==> src/rtl/tick_gen_if.sv <==
// ============================================================================
//  Module      : tick_gen_if
//  Description : Control/status bundle between a controller and tick_gen.
//                The master side drives run control and the period/burst
//                settings; the slave side (tick_gen) returns the enable
//                pulse and run status.
//  Revision    : 1.0 - initial release
// ============================================================================
`default_nettype none

interface tick_gen_if #(
    parameter int DIV_W   = 16,
    parameter int BURST_W = 8
);
    logic               start;
    logic               stop;
    logic               mode;
    logic [DIV_W-1:0]   div;
    logic [BURST_W-1:0] burst_len;
    logic               en;
    logic               busy;
    logic               done;
    logic [BURST_W-1:0] pulse_cnt;

    modport master (
        output start, stop, mode, div, burst_len,
        input  en, busy, done, pulse_cnt
    );

    modport slave (
        input  start, stop, mode, div, burst_len,
        output en, busy, done, pulse_cnt
    );
endinterface

`default_nettype wire

==> src/rtl/tick_gen.sv <==
// ============================================================================
//  Module      : tick_gen
//  Description : Programmable enable-pulse generator. Emits one-clock en
//                pulses every div+1 clocks, either continuously or as a burst
//                of burst_len pulses. Settings are captured at start so they
//                can be rewritten while a run is in progress.
//  Revision    : 1.0 - initial release
// ============================================================================
`default_nettype none

module tick_gen #(
    parameter int DIV_W   = 16,
    parameter int BURST_W = 8
) (
    input  logic        clk,
    input  logic        rst_n,
    tick_gen_if.slave   bus
);

    typedef enum logic [1:0] {
        S_IDLE   = 2'd0,
        S_RUN    = 2'd1,
        S_FINISH = 2'd2
    } state_t;

    state_t             r_state;
    logic [DIV_W-1:0]   r_div_q;
    logic               r_mode_q;
    logic [BURST_W-1:0] r_burst_len_q;
    logic [DIV_W-1:0]   r_prescale;
    logic               r_en;
    logic               r_busy;
    logic               r_done;
    logic [BURST_W-1:0] r_pulse_cnt;

    // Run control FSM with prescaler, pulse counter and registered outputs.
    // In RUN the priority is: stop, then burst completion, then pulse issue,
    // so a stop on the same edge as a due pulse suppresses that pulse, and a
    // completed burst is detected before the prescaler could fire again.
    always_ff @(posedge clk or negedge rst_n) begin
        if (!rst_n) begin
            r_state       <= S_IDLE;
            r_div_q       <= '0;
            r_mode_q      <= 1'b0;
            r_burst_len_q <= '0;
            r_prescale    <= '0;
            r_en          <= 1'b0;
            r_busy        <= 1'b0;
            r_done        <= 1'b0;
            r_pulse_cnt   <= '0;
        end else begin
            r_en   <= 1'b0;
            r_done <= 1'b0;
            case (r_state)
                S_IDLE: begin
                    if (bus.start && !bus.stop) begin
                        r_div_q       <= bus.div;
                        r_mode_q      <= bus.mode;
                        r_burst_len_q <= bus.burst_len;
                        r_prescale    <= '0;
                        r_pulse_cnt   <= '0;
                        r_busy        <= 1'b1;
                        r_state       <= S_RUN;
                    end
                end
                S_RUN: begin
                    if (bus.stop) begin
                        r_busy  <= 1'b0;
                        r_state <= S_IDLE;
                    end else if (r_mode_q && (r_pulse_cnt == r_burst_len_q)) begin
                        r_busy  <= 1'b0;
                        r_done  <= 1'b1;
                        r_state <= S_FINISH;
                    end else if (r_prescale == r_div_q) begin
                        r_prescale  <= '0;
                        r_en        <= 1'b1;
                        r_pulse_cnt <= r_pulse_cnt + BURST_W'(1);
                    end else begin
                        r_prescale <= r_prescale + DIV_W'(1);
                    end
                end
                S_FINISH: begin
                    // done is already high for this one cycle; start is not
                    // accepted here, only on the following idle cycle.
                    r_state <= S_IDLE;
                end
                default: begin
                    r_state <= S_IDLE;
                    r_busy  <= 1'b0;
                end
            endcase
        end
    end

    assign bus.en        = r_en;
    assign bus.busy      = r_busy;
    assign bus.done      = r_done;
    assign bus.pulse_cnt = r_pulse_cnt;

`ifndef SYNTHESIS
    // An enable pulse is only ever issued inside an active run.
    a_en_busy: assert property (@(posedge clk) disable iff (!rst_n) r_en |-> r_busy);
    c_en_busy: cover property (@(posedge clk) disable iff (!rst_n) r_en && r_busy);

    // done is a single-cycle pulse.
    a_done_pulse: assert property (@(posedge clk) disable iff (!rst_n) r_done |=> !r_done);
    c_done_pulse: cover property (@(posedge clk) disable iff (!rst_n) r_done ##1 !r_done);

    // With a period above one clock, pulses are exactly one clock wide.
    a_en_single: assert property (@(posedge clk) disable iff (!rst_n)
        ((r_div_q != '0) && r_en) |=> !r_en);
    c_en_single: cover property (@(posedge clk) disable iff (!rst_n)
        ((r_div_q != '0) && r_en) ##1 !r_en);

    // Outputs are always known.
    a_no_x: assert property (@(posedge clk) disable iff (!rst_n)
        !$isunknown({r_en, r_busy, r_done, r_pulse_cnt}));
    c_no_x: cover property (@(posedge clk) disable iff (!rst_n)
        !$isunknown({r_en, r_busy, r_done, r_pulse_cnt}) && r_busy);
`endif

endmodule

`default_nettype wire

==> src/flat_wrapper.sv <==
// flat-port wrapper written by rule: the top's interface ports become plain ports
module tick_gen_flat 
#(
    parameter int DIV_W   = 16,
    parameter int BURST_W = 8
)
  (clk, rst_n, bus_start, bus_stop, bus_mode, bus_div, bus_burst_len, bus_en, bus_busy, bus_done, bus_pulse_cnt);
  tick_gen_if #(.DIV_W(DIV_W), .BURST_W(BURST_W)) bus_i ();
  input  logic clk;
  input  logic rst_n;
  input wire logic [$bits(bus_i.start)-1:0] bus_start;
  input wire logic [$bits(bus_i.stop)-1:0] bus_stop;
  input wire logic [$bits(bus_i.mode)-1:0] bus_mode;
  input wire logic [$bits(bus_i.div)-1:0] bus_div;
  input wire logic [$bits(bus_i.burst_len)-1:0] bus_burst_len;
  output wire logic [$bits(bus_i.en)-1:0] bus_en;
  output wire logic [$bits(bus_i.busy)-1:0] bus_busy;
  output wire logic [$bits(bus_i.done)-1:0] bus_done;
  output wire logic [$bits(bus_i.pulse_cnt)-1:0] bus_pulse_cnt;
  assign bus_i.start = bus_start;
  assign bus_i.stop = bus_stop;
  assign bus_i.mode = bus_mode;
  assign bus_i.div = bus_div;
  assign bus_i.burst_len = bus_burst_len;
  assign bus_en = bus_i.en;
  assign bus_busy = bus_i.busy;
  assign bus_done = bus_i.done;
  assign bus_pulse_cnt = bus_i.pulse_cnt;
  tick_gen #(.DIV_W(DIV_W), .BURST_W(BURST_W)) u_core (.clk(clk), .rst_n(rst_n), .bus(bus_i));
endmodule
==> config.mk <==
export PLATFORM = sky130hd
export DESIGN_NAME = tick_gen_flat
export DESIGN_NICKNAME = d
export VERILOG_FILES = /design/src/rtl/tick_gen_if.sv /design/src/rtl/tick_gen.sv /design/src/flat_wrapper.sv
export SDC_FILE = /design/constraint.sdc
export NUM_CORES = 1
export LEC_CHECK = 0
export ABC_AREA = 1
export ABC_CLOCK_PERIOD_IN_PS = 1600
export CAP_MARGIN = 20
export CORE_MARGIN = 2
export CORE_UTILIZATION = 45
export DETAILED_ROUTE_END_ITERATION = 8
export GPL_TIMING_DRIVEN = 1
export PLACE_DENSITY = 0.73
export REMOVE_ABC_BUFFERS = 1
export SLEW_MARGIN = 20
export SYNTH_ARGS = -nofsm -noshare
export SYNTH_HDL_FRONTEND = slang
export SYNTH_SLANG_ARGS = --single-unit
==> constraint.sdc <==
create_clock -name clk -period 1.6 [get_ports clk]
set_clock_uncertainty 0.15 [all_clocks]
set_input_delay 0.24 -clock clk [delete_from_list [all_inputs] [get_ports clk]]
set_output_delay 0.24 -clock clk [all_outputs]
set_load 0.02 [all_outputs]
==> impl_metrics.toml <==
[global_routing]
antenna_found_initial = 0
gr-usage-met2_pct = 36.2
grt_max_degree = 55
grt_most_used_layer = "met2"
grt_remaining_overflow = 0
first_global_vias = 2937
grtUsageMet1_pct = 24.5
grt_pass1_wl_mm = 12.4
grtUsageMet3_pct = 3.26
grt.total_usage_pct = 20.0

[final_layout]
final_common_cell = "nand2_1"
n_fill_cell = 548
layout.cells.non_filler = 634
area_growth_pct = 44.6
regArea_sq_um = 1360
nets = 568
drive_above_1_share_pct = 36.2
multi_input_area_sq_um = 1860
insertedDiodeCount = 0
mostFrequentLayoutCells = "87 x nand2_1, 53 x nor2_1, 49 x buf_4"

[timing]
worst_slack_ns = -0.0955
finalMaxSlewViolations = 0
rsz0062_at_grt = "true"
fmax_mhz = 590
max_slew_margin_pct = 77.7
worstMarginPinSlew_ns = 0.334
period_share_pct = 106
fin_crit_ns = 1.70
hold_ws_ns = 0.285
hold_violations = 0
setup_viol = 16

[clock_tree]
cts_tree = "done"
clockBufferDepth = 2
cts_root_buf = "clkbuf_8"
cts_sinks = 54
ctsHtreeMaxLevel = 2
worstSkewPairLatency_ns = 0.32
clkSlewWorstSetupHoldPaths_ns = 0.10
numCtsBuffers = 5

[synth]
ys_ff_latch = 54
synth_cells = 434
yosysSeqAreaShare_pct = 42.1
synth.distinct_cells = 26
synth_area_per_cell_sq_um = 7.39
ys_warn_count = 0
syn_area_sq_um = 3210

[routing]
routed_via_density = 5.12
vias = 3246
routed_wl_mm = 8.50
wire_per_inst_microns = 13.4
postRouteAntennaNets = 0
drtIter0Drc = 242
drc_errors = 0
drt_pass1_iterations = 5

[floorplan]
dieHeight_microns = 88.5
die_w_microns = 88.5
ioPinCount = 40
coreArea_sq_um = 6830
rows = 30
die_area_sq_um = 7820
start_util_pct = 47.0

[worst_setup_path]
crit_path_end_kind = "flop"
worstReg2RegStart = "u_core.r_prescale[7]"
start_kind = "flop"
required_ns = 1.71
crit_path_max_fanout = 4
arrival_ns = 1.80
crit_type = "reg2reg"
crit_start = "u_core.r_prescale[7]"
r2r_setup_slack_ns = -0.1

[placement]
numPortBuffers = 39
place_inst = 602
routabilityCongestion = 0.872
dp_hpwl_mm = 5.19

[power_and_ir_drop]
powerDensity_nw_per_um2 = 777
irDropWorstVdd_mv = 0.552
p_leak_uw = 0.00222

[worst_hold_path]
hp-class = "in2async"

[outcome]
failed_checks = "setup timing"
status = "complete, but fails checks"

[job]
maxCapViolCount = 0
==> critical path, cell delays in order (launching register included) <==
cell,delay [ns]
dfrtp_1,0.38
buf_4,0.15
nand2_1,0.10
nor2_2,0.20
nand2_1,0.10
nor2_1,0.11
nor2_1,0.06
nor2_1,0.16
nand3_2,0.10
o21ai_2,0.12
==> stage by stage <==
step,instance area (sq um),setup WS [ns],setup TNS (ns),total power (uW),util [%]
finish,4640,-0.0955,-0.344,3610,67.9
CTS,4230,0.00296,0,3450,61.9
detailed placement,4010,-0.126,-4.04,2460,58.7
global placement,4010,-0.124,-3.96,2440,58.7
floorplan,3120,-0.430,-7.72,2110,-
global route,4640,-0.201,-3.26,3810,67.9
==> synthesized netlist by cell type, drive strengths merged <==
library cell,n,share of area (%)
ha,2,0.78
xnor2,2,0.55
nand4,8,1.6
buf,11,2.7
nand2,127,16
nor3b,2,0.47
dfrtp,54,42
inv,53,6.2
clkinv,1,0.12
or2,1,0.20
o21ai,17,3.9
nand3,37,5.8
a21oi,22,3.4
nor2,71,9.3
nor3,6,0.94
xor2,14,3.8
mux2,6,2.1
==> flip-flops by register name, summed over array words and instances (netlist names) <==
| register | flops |
|---|---|
| u_core.r_div_q | 16 |
| u_core.r_prescale | 16 |
| u_core.bus.pulse_cnt | 8 |
| u_core.r_burst_len_q | 8 |
| u_core.r_state | 2 |
| u_core.bus.busy | 1 |
| u_core.bus.done | 1 |
| u_core.bus.en | 1 |
| u_core.r_mode_q | 1 |
==> cell families (layout without fill, tap and decap cells) <==
family	count (synthesis)	after routing	share of synthesized area, %
flip-flops	54	54	42.1
adder cells (fa/ha/maj)	2	2	0.780
AO/OA/AOI/OAI	39	39	7.37
multiplexers	6	6	2.11
AND/OR/NAND/NOR	252	254	34.3
XOR/XNOR	16	16	4.37
buffers and inverters	65	167	8.97
==> power by group <==
part | internal [uW] | switching [uW]
Sequential | 1520 | 125
Clock | 462 | 478
Combinational | 482 | 539
Total | 2470 | 1140
==> worst paths after layout <==
check / endpoint / depth (start not counted)
setup / recovery: u_core.r_prescale[13] / 9
hold / removal: u_core.r_div_q[11] / 3
setup reg to reg: u_core.r_prescale[13] / 9
hold reg to reg: u_core.bus.busy / 2
max in group asynchronous: u_core.r_prescale[6] / 3
min in group clk: u_core.r_div_q[4] / 3
==> metal layers <==
layer | vias to the layer above | part of all wire (%)
met4 | 0 | 2.7
met2 | 113 | 52
li1 | 1578 | -
met3 | 31 | 4.7
met1 | 1524 | 40
met5 | - | 0
==> cell type report <==
type | instances | area share, %
Tap cell | 96 | 2.59
Clock inverter | 3 | 0.863
Inverter | 54 | 4.37
Multi-Input combinational cell | 317 | 40.0
Sequential cell | 54 | 29.3
Clock buffer | 5 | 1.48
Timing Repair Buffer | 105 | 21.4
==> repair_timing <==
item                                    CTS  global route
pin swaps                                13            30
setup buffers                             7            11
hold endpoints to repair                 54             0
endpoints found under the setup margin   35            31
hold buffers                              1             0
cloned                                    1             4
resized for setup                        27            93
(Power assumes the default switching activity.)
